===== config.mk =====
export PLATFORM = sky130hd
export DESIGN_NAME = jtag_host_shifter_flat
export DESIGN_NICKNAME = d
export VERILOG_FILES = /design/src/rtl/jtag_host_shifter_pkg.sv /design/src/rtl/jtag_host_shifter_if.sv /design/src/rtl/jtag_host_shifter.sv /design/src/flat_wrapper.sv
export SDC_FILE = /design/constraint.sdc
export NUM_CORES = 1
export LEC_CHECK = 0
export ABC_AREA = 0
export BUFFER_PORTS_ARGS = -buffer_cell sky130_fd_sc_hd__buf_4
export CAP_MARGIN = 20
export CORE_ASPECT_RATIO = 0.75
export CORE_MARGIN = 2
export CORE_UTILIZATION = 45
export CTS_CLUSTER_DIAMETER = 120
export CTS_CLUSTER_SIZE = 10
export DETAILED_ROUTE_END_ITERATION = 10
export MAX_ROUTING_LAYER = met4
export PLACE_DENSITY = 0.68
export SYNTH_ARGS = -nofsm -noshare
export SYNTH_HDL_FRONTEND = slang
export SYNTH_SLANG_ARGS = --single-unit

===== constraint.sdc =====
create_clock -name clk -period 2.9 [get_ports clk]
set_input_delay 0.145 -clock clk [delete_from_list [all_inputs] [get_ports clk]]
set_output_delay 0.145 -clock clk [all_outputs]
set_load 0.1 [all_outputs]

===== src/rtl/jtag_host_shifter_pkg.sv =====
// Shared definitions for the byte-wide JTAG host shifter.
//   JTAG_BYTE_W  : width of one command/response byte
//   BIT_CNT_LAST : bit index of the final bit in a byte
//   state_e      : shifter FSM states
package jtag_host_pkg;

  localparam int unsigned JTAG_BYTE_W  = 8;
  localparam logic [2:0]  BIT_CNT_LAST = 3'd7;

  typedef enum logic [1:0] {
    StIdle,
    StTckLo,
    StTckHi,
    StResp
  } state_e;

endpackage


===== src/rtl/jtag_host_shifter_if.sv =====
// Command/response handshake bundle between debug firmware logic and the shifter.
//   cmd_valid/cmd_ready/cmd_data/cmd_tms : command byte in, optional TMS on last bit
//   rsp_valid/rsp_ready/rsp_data         : captured TDO byte out
// Modports: master = command producer / response consumer, slave = shifter engine.
interface jtag_host_shifter_if;
  import jtag_host_pkg::*;

  logic                   cmd_valid;
  logic                   cmd_ready;
  logic [JTAG_BYTE_W-1:0] cmd_data;
  logic                   cmd_tms;
  logic                   rsp_valid;
  logic                   rsp_ready;
  logic [JTAG_BYTE_W-1:0] rsp_data;

  modport master (
    output cmd_valid, cmd_data, cmd_tms, rsp_ready,
    input  cmd_ready, rsp_valid, rsp_data
  );

  modport slave (
    input  cmd_valid, cmd_data, cmd_tms, rsp_ready,
    output cmd_ready, rsp_valid, rsp_data
  );

endinterface


===== src/rtl/jtag_host_shifter.sv =====
// Byte-wide JTAG host engine. Accepts a command byte, shifts it LSB-first onto tdi
// with a divided tck, captures 8 tdo bits and returns them as a response byte.
//   clk, rst : system clock, asynchronous active-high reset
//   host     : command/response handshake (slave side)
//   tck      : JTAG clock, registered, idle low; CLK_DIV clk cycles per half-period
//   tms      : high during the last bit only when the command requested it
//   tdi      : JTAG data to target, registered
//   tdo      : JTAG data from target, treated as synchronous to clk
module jtag_host_shifter
  import jtag_host_pkg::*;
#(
  parameter int unsigned CLK_DIV = 2
) (
  input  logic               clk,
  input  logic               rst,
  jtag_host_shifter_if.slave host,
  output logic               tck,
  output logic               tms,
  output logic               tdi,
  input  logic               tdo
);

  localparam int unsigned       PhaseW    = $clog2(CLK_DIV) + 1;
  localparam logic [PhaseW-1:0] PhaseLast = PhaseW'(CLK_DIV - 1);

  state_e                 state_q, state_d;
  logic [PhaseW-1:0]      phase_q, phase_d;
  logic [2:0]             bit_q, bit_d;
  logic [JTAG_BYTE_W-1:0] tx_q, tx_d;
  logic [JTAG_BYTE_W-1:0] rx_q, rx_d;
  logic                   tms_lat_q, tms_lat_d;
  logic                   tck_q, tck_d;
  logic                   tms_q, tms_d;
  logic                   tdi_q, tdi_d;
  logic                   cmd_ready_q, cmd_ready_d;
  logic                   rsp_valid_q, rsp_valid_d;
  logic                   phase_end;

  assign phase_end = (phase_q == PhaseLast);

  always_ff @(posedge clk or posedge rst) begin
    if (rst) begin
      state_q     <= StIdle;
      phase_q     <= '0;
      bit_q       <= '0;
      tx_q        <= '0;
      rx_q        <= '0;
      tms_lat_q   <= 1'b0;
      tck_q       <= 1'b0;
      tms_q       <= 1'b0;
      tdi_q       <= 1'b0;
      cmd_ready_q <= 1'b0;
      rsp_valid_q <= 1'b0;
    end else begin
      state_q     <= state_d;
      phase_q     <= phase_d;
      bit_q       <= bit_d;
      tx_q        <= tx_d;
      rx_q        <= rx_d;
      tms_lat_q   <= tms_lat_d;
      tck_q       <= tck_d;
      tms_q       <= tms_d;
      tdi_q       <= tdi_d;
      cmd_ready_q <= cmd_ready_d;
      rsp_valid_q <= rsp_valid_d;
    end
  end

  always_comb begin
    state_d     = state_q;
    phase_d     = phase_q;
    bit_d       = bit_q;
    tx_d        = tx_q;
    rx_d        = rx_q;
    tms_lat_d   = tms_lat_q;
    tck_d       = tck_q;
    tms_d       = tms_q;
    tdi_d       = tdi_q;
    cmd_ready_d = cmd_ready_q;
    rsp_valid_d = rsp_valid_q;

    unique case (state_q)
      StIdle: begin
        // Ready comes up one edge after reset release or response handshake.
        cmd_ready_d = 1'b1;
        if (host.cmd_valid && cmd_ready_q) begin
          tx_d        = host.cmd_data;
          tms_lat_d   = host.cmd_tms;
          bit_d       = '0;
          phase_d     = '0;
          // Present bit 0 now so it is stable for the whole low phase.
          tdi_d       = host.cmd_data[0];
          tms_d       = 1'b0;
          cmd_ready_d = 1'b0;
          state_d     = StTckLo;
        end
      end

      StTckLo: begin
        if (phase_end) begin
          // Sample before the rising edge: tdo still shows the pre-shift target bit.
          rx_d    = {tdo, rx_q[JTAG_BYTE_W-1:1]};
          tck_d   = 1'b1;
          phase_d = '0;
          state_d = StTckHi;
        end else begin
          phase_d = phase_q + PhaseW'(1);
        end
      end

      StTckHi: begin
        if (phase_end) begin
          tck_d   = 1'b0;
          tx_d    = tx_q >> 1;
          phase_d = '0;
          if (bit_q == BIT_CNT_LAST) begin
            tdi_d   = 1'b0;
            tms_d   = 1'b0;
            state_d = StResp;
          end else begin
            bit_d   = bit_q + 3'd1;
            // Next bit's data and TMS change together with the falling edge.
            tdi_d   = tx_q[1];
            tms_d   = tms_lat_q && (bit_q == BIT_CNT_LAST - 3'd1);
            state_d = StTckLo;
          end
        end else begin
          phase_d = phase_q + PhaseW'(1);
        end
      end

      StResp: begin
        // First RESP cycle raises valid; handshake is only taken once valid is visible.
        if (!rsp_valid_q) begin
          rsp_valid_d = 1'b1;
        end else if (host.rsp_ready) begin
          rsp_valid_d = 1'b0;
          cmd_ready_d = 1'b1;
          state_d     = StIdle;
        end
      end

      default: state_d = StIdle;
    endcase
  end

  assign host.cmd_ready = cmd_ready_q;
  assign host.rsp_valid = rsp_valid_q;
  assign host.rsp_data  = rx_q;
  assign tck            = tck_q;
  assign tms            = tms_q;
  assign tdi            = tdi_q;

endmodule


===== src/flat_wrapper.sv =====
// flat-port wrapper written by rule: the top's interface ports become plain ports
module jtag_host_shifter_flat import jtag_host_pkg::*;
#(
  parameter int unsigned CLK_DIV = 2
)
  (clk, rst, tck, tms, tdi, tdo, host_cmd_valid, host_cmd_data, host_cmd_tms, host_rsp_ready, host_cmd_ready, host_rsp_valid, host_rsp_data);
  jtag_host_shifter_if host_i ();
  input  logic clk;
  input  logic rst;
  output logic tck;
  output logic tms;
  output logic tdi;
  input  logic tdo;
  input wire logic [$bits(host_i.cmd_valid)-1:0] host_cmd_valid;
  input wire logic [$bits(host_i.cmd_data)-1:0] host_cmd_data;
  input wire logic [$bits(host_i.cmd_tms)-1:0] host_cmd_tms;
  input wire logic [$bits(host_i.rsp_ready)-1:0] host_rsp_ready;
  output wire logic [$bits(host_i.cmd_ready)-1:0] host_cmd_ready;
  output wire logic [$bits(host_i.rsp_valid)-1:0] host_rsp_valid;
  output wire logic [$bits(host_i.rsp_data)-1:0] host_rsp_data;
  assign host_i.cmd_valid = host_cmd_valid;
  assign host_i.cmd_data = host_cmd_data;
  assign host_i.cmd_tms = host_cmd_tms;
  assign host_i.rsp_ready = host_rsp_ready;
  assign host_cmd_ready = host_i.cmd_ready;
  assign host_rsp_valid = host_i.rsp_valid;
  assign host_rsp_data = host_i.rsp_data;
  jtag_host_shifter #(.CLK_DIV(CLK_DIV)) u_core (.clk(clk), .rst(rst), .host(host_i), .tck(tck), .tms(tms), .tdi(tdi), .tdo(tdo));
endmodule

==> run_results.csv, run 1 <==
group,metric,value,unit
setup_path,cp_data_arrival_time,2.24,ns
setup_path,critPathRequiredTime,3.07,ns
synth,ys.warnings.count,0,
synth,syn-mean-instance-area,12.6,um^2
setup_path,start_kind,"flop",
final_layout,drive_gt1_frac,0.418,
setup_path,cp_max_fo,9,
sta,period_needed,2.07,ns
clocking,root_buffer,"clkbuf_8",
synth,synth.distinct_cells,27,
synth,synth-compound-area-share,0.0913,
route,avgRoutedWirePerCell,13.8,um
synth,synth_fa_ha_area_frac,0.0806,
die,core_region_area,2960,um^2
clocking,ctsResizeCount,0,
synth,synth_cells,111,
synth,synth_top_cell_by_area,"dfrtp_1",
sta,fmax,0.483,GHz
synth,synth-simple-area-share,0.0788,
route,route.vias.total,927,
synth,synth_top_area_frac,0.501,
global_routing,grt_start_max_net_pins,29,
setup_path,worst-setup-path-type,"flop to flop",
clocking,postCtsSetupRepairBufs,0,
route,wl,2470,um
sta,hold_violations,0,
clocking,tritoncts,"done",
sta,rsz0062_at_grt,"false",
global_routing,antenna_found_initial,0,
synth,synth_xor_area_frac,0,
sta,final-setup-viol-count,0,
route,first_pass_iters,3,
global_routing,grt_first_pass_wirelength,4120,um
status,status,"completed",
clocking,cts.hold.buffers_added,0,
clocking,numClockSinks,28,
clocking,clk_pin_slew,0.09,ns
global_routing,grt_pass1_vias,911,
sta,slew_violations,0,
worst_hold_path,hold_path_class,"primary input to flop",
synth,synthTopCellsByArea,"dfrtp_1 50%, mux2_2 19%, ha_1 8.1%",
final_layout,area_delta_synth_final,23.4,%
placement,dpl_cell_area,1630,um^2
placement,gp_congestion,0.692,
clocking,h-tree-depth,1,
placement,dp_hpwl,1870,um
synth,synthMuxAreaShare,0.223,
final_layout,fillers,237,
placement,port_buffers,26,
final_layout,layout.area.seq,701,um^2
die,ios,27,
final_layout,antenna_cells,0,
synth,synth_top_family_by_area,"multiplexers",
synth,synth_seq_area_share,0.501,
die,initial_utilization,0.473,
die,row_count,17,
synth,synth_nets,134,
clocking,clock_latency,0.28,ns
route,ant_nets,0,
global_routing,grt_use_total,0.167,
flow_run,maxCapViolations,0,
final_layout,multiInputGateArea,662,um^2
setup_path,endpoint_kind,"flop",
sta,relSlewSlack,0.548,
route,drcViolationCount,0,
sta,finalClockSkew,0.00338,ns
clocking,numCtsBuffers,3,
sta,worst_hold_slack,0.0965,ns
clocking,clockBufferDepth,2,
die,die_width,68.4,um
global_routing,grt_overflow,0,
sta,fin_crit_sh,0.714,
synth,syn-cell-area,1400,um^2
die,fp.dieH,52.3,um
route,drt-vias-per-instance,5.18,
die,die_area,3570,um^2
sta,finalSetupTns,0,ns
sta,worstMarginPinSlew,0.677,ns
final_layout,nets,165,
route,drt_iter0_drc,22,
final_layout,fin_area,1720,um^2
synth,ys_seq_elements,28,
==> synthesized netlist by cell type <==
cell,instances
a211oi_1,1
nand2b_1,3
a2111oi_0,1
dfrtp_1,28
mux2i_1,3
a2bb2oi_1,1
nand3b_1,1
buf_2,1
a211oi_2,1
buf_1,1
nor2_1,2
o21a_1,2
nand2_1,3
a21boi_1,1
nand3_1,4
a211oi_4,1
or3b_1,1
mux2_2,24
nor3_1,1
or2_2,2
nor2b_1,3
ha_1,9
a21boi_0,1
o21ai_0,3
inv_1,7
a21oi_1,5
mux2_1,1
==> cells in the final DEF, fill, tap and decap left out, types with 2 or more instances in the layout <==
master,netlist,final
mux2i_1,3,3
ha_1,9,9
nand2_1,3,3
buf_4,0,26
nor2b_1,3,3
nor2_1,2,2
inv_1,7,7
a21oi_1,5,5
o21ai_0,3,3
dfrtp_1,28,28
nand3_1,4,4
clkbuf_8,0,4
o21a_1,2,2
nand2b_1,3,3
mux2_2,24,24
or2_2,2,2
==> worst max-delay path, stage by stage (launching register included) <==
cell and delay, ns:
dfrtp_1 0.41, inv_1 0.17, ha_1 0.38, nor2_1 0.17, a211oi_4 0.43, mux2_2 0.39
==> layout make-up <==
type | count | area share
well taps | 38 | 0.0276
clock buffers | 4 | 0.0319
flip-flops and latches | 28 | 0.406
multi-input cells | 74 | 0.384
inverters | 7 | 0.0152
repair buffers | 28 | 0.135
==> sequential cells by signal (all words and copies together), names as in the netlist, 2 cells and up <==
register	cells
u_core.state_q	2
u_core.host.rsp_data	8
u_core.bit_q	3
u_core.phase_q	2
u_core.tx_q	7
==> logic make-up after synthesis <==
family          count (synthesis)
mux                            28
fa+ha+maj                       9
flops                          28
compound gates                 17
buf+inv                         9
simple gates                   20
==> final timing paths <==
path                                         startpoint                       to  slack, ns  cells past startpoint
max in group asynchronous                           rst        u_core.phase_q[0]       2.06                      4
worst min register to register  u_core.host.rsp_data[0]  u_core.host.rsp_data[0]       0.51                      1
worst max register to register        u_core.state_q[0]           u_core.tx_q[3]       0.83                      5
worst max-delay path                  u_core.state_q[0]           u_core.tx_q[3]       0.83                      5
min in group asynchronous                           rst           u_core.tx_q[5]       0.41                      3
worst min-delay path                       host_cmd_tms         u_core.tms_lat_q        0.1                      2
==> routing by layer <==
metal / vias to the layer above / global-route usage / part of all wire
met5: - / - / 0
met4: 0 / 0.0800 / 0.020
met3: 5 / 0.0452 / 0.047
met2: 20 / 0.252 / 0.48
met1: 451 / 0.210 / 0.45
li1: 451 / - / -
==> through the flow <==
stage | cells | utilization | worst slack, ns
after floorplan | 111 | - | 0.654
after global placement | 173 | 0.552 | 0.870
after detailed placement | 173 | 0.552 | 0.828
after CTS | 177 | 0.570 | 0.819
after global routing | 179 | 0.583 | 0.666
final | 179 | 0.583 | 0.829
Power of run 1 is left out: the tool's default activity adds up to more than one toggle a clock period on the data nets, which glitch-free logic cannot reach.
==> inputs of run 2 (changes only) <==
ABC_AREA = 1   (was 0)
clock period = 2 ns   (was 2.9 ns; I/O delays follow)
==> run_results.csv, run 2 <==
group,metric,value,unit
placement,gp_congestion,0.836,
final_layout,drive_gt1_frac,0.276,
final_layout,largest_register_ffs,8,
synth,synth.distinct_cells,20,
final_layout,antenna_cells,0,
route,drt-vias-per-instance,4.77,
die,die_area,3640,um^2
die,fp.dieH,52.8,um
clocking,numCtsBuffers,3,
flow_run,maxCapViolations,0,
die,row_count,17,
global_routing,grt_pass1_vias,1046,
global_routing,grt_start_max_net_pins,29,
setup_path,crit_buf_inv,1,
sta,relSlewSlack,0.764,
clocking,numClockSinks,28,
final_layout,area_delta_synth_final,22.2,%
clocking,tritoncts,"done",
placement,place_inst,225,
worst_hold_path,hold_path_class,"primary input to flop",
synth,syn-cell-area,1430,um^2
sta,final-setup-viol-count,0,
synth,synthTopCellsByArea,"dfrtp_1 49%, nand2_1 11%, ha_1 7.9%",
route,wl,2640,um
global_routing,grt_use_total,0.162,
setup_path,crit_family,"simple AND/OR/NAND/NOR gates",
clocking,h-tree-depth,1,
setup_path,r2r_slack,0.34,ns
sta,finalSetupTns,0,ns
sta,rsz0062_at_grt,"false",
sta,slew_violations,0,
route,avgRoutedWirePerCell,11.5,um
setup_path,start_kind,"flop",
die,core_region_area,2980,um^2
synth,synth-edff-count,0,
final_layout,layout_commonest_cell,"nand2_1",
setup_path,cp_data_arrival_time,1.83,ns
die,initial_utilization,0.479,
synth,syn-mean-instance-area,8.80,um^2
clocking,clock_latency,0.27,ns
route,ant_nets,0,
sta,hold_violations,0,
synth,synth_nets,185,
setup_path,cpMaxStageDelayCell,"dfrtp_1",
synth,ys.warnings.count,0,
final_layout,nets,216,
global_routing,grt_first_pass_wirelength,4470,um
synth,async_flop_share,1.00,
status,status,"completed",
sta,fmax,0.601,GHz
final_layout,final_cell_mix,"41 x nand2_1, 28 x dfrtp_1, 27 x buf_4, 17 x inv_1, 17 x o21ai_0",
setup_path,cp_max_fo,18,
synth,synth_top_area_frac,0.491,
clocking,clk_pin_slew,0.09,ns
die,ios,27,
sta,period_needed,1.66,ns
global_routing,grt_overflow,0,
setup_path,endpoint_kind,"flop",
synth,synth_top_cell_by_area,"dfrtp_1",
route,drt_iter0_drc,37,
synth,synth_common_cells,"41 x nand2_1, 28 x dfrtp_1, 17 x inv_1, 17 x o21ai_0, 11 x nor2_1",
sta,worst_hold_slack,0.0756,ns
sta,finalClockSkew,0.00119,ns
route,route.vias.total,1096,
clocking,postCtsSetupRepairBufs,0,
synth,ys_seq_elements,28,
synth,synth_cells,162,
setup_path,worst-setup-path-type,"flop to flop",
clocking,clockBufferDepth,2,
setup_path,crit_chain,"inv_1, ha_1, nor2_1, nand3b_4, nand2_1, o21ai_2",
clocking,root_buffer,"clkbuf_8",
placement,port_buffers,26,
route,first_pass_iters,4,
sta,fin_crit_sh,0.832,
synth,synth_seq_area_share,0.491,
global_routing,antenna_found_initial,0,
placement,dp_hpwl,1970,um
synth,synth_flop_cell,"dfrtp_1",
route,drcViolationCount,0,
final_layout,layout.cells.non_filler,230,
sta,worstMarginPinSlew,0.354,ns
setup_path,cpPeakStageDelay,0.43,ns
setup_path,critPathRequiredTime,2.17,ns
die,die_width,69.0,um
final_layout,fillers,282,
synth,yosysMostFrequentCell,"nand2_1",
==> run 2: cell count changes after synthesis, moves of 3 or more <==
cell,previous run,this run
nand2_1,3,41
mux2i_1,3,0
nor2b_1,3,0
inv_1,7,17
nor2_1,2,11
mux2_2,24,0
o21ai_0,3,17
or2_2,2,7
o21ai_2,0,9
nand2b_1,3,0
==> run 2: cell type report <==
type	instances	area (um^2)	share of cell area
clock inverters	1	30.0	0.0172
repair buffers	28	213	0.122
clock buffers	3	41.3	0.0237
flip-flops and latches	28	701	0.402
well taps	38	47.5	0.0273
multi-input cells	114	643	0.369
inverters	18	67.6	0.0388
==> run 2: repair_timing <==
item	CTS	global route
gates resized for setup	0	0
hold buffers	1	0
endpoints found under the hold margin	28	0
==> run 2: per-layer routing <==
metal,GRT usage,up-vias,wire [um]
met5,-,-,0
li1,-,576,-
met3,0.0500,2,111
met4,0.0392,0,17
met1,0.194,496,1280
met2,0.274,22,1230
==> run 2: worst paths after layout <==
check / from / endpoint / cells past startpoint
min reg2reg: u_core.tx_q[7] / u_core.tx_q[7] / 2
min in group asynchronous: rst / u_core.host.rsp_data[0] / 4
max: u_core.state_q[0] / u_core.tms / 6
max reg2reg: u_core.state_q[0] / u_core.tms / 6
max in group asynchronous: rst / u_core.host.rsp_valid / 4
min: tdo / u_core.host.rsp_data[7] / 3
==> run 2: kinds of logic after synthesis <==
kind of cell,Yosys count,synth area share
AO/OA/AOI/OAI,35,0.146
adder cells (fa/ha/maj),9,0.0789
buffers and inverters,20,0.0579
flip-flops,28,0.491
AND/OR/NAND/NOR,70,0.225
==> run 2: stage by stage <==
step	area, um^2	utilization	setup slack [ns]
finish	1740	0.585	0.335
global placement	1660	0.558	0.385
floorplan	1430	-	0.241
CTS	1740	0.585	0.331
global route	1740	0.585	0.205
detailed placement	1660	0.558	0.342
==> run 2: worst reg2reg max path: cells and delay by family (launching register included) <==
family          cells  cell delay [ns]
fa+ha+maj           1             0.30
buf+inv             1             0.16
simple gates        3             0.61
flops               1             0.43
compound gates      1             0.06
Power of run 2 is left out for the same reason.
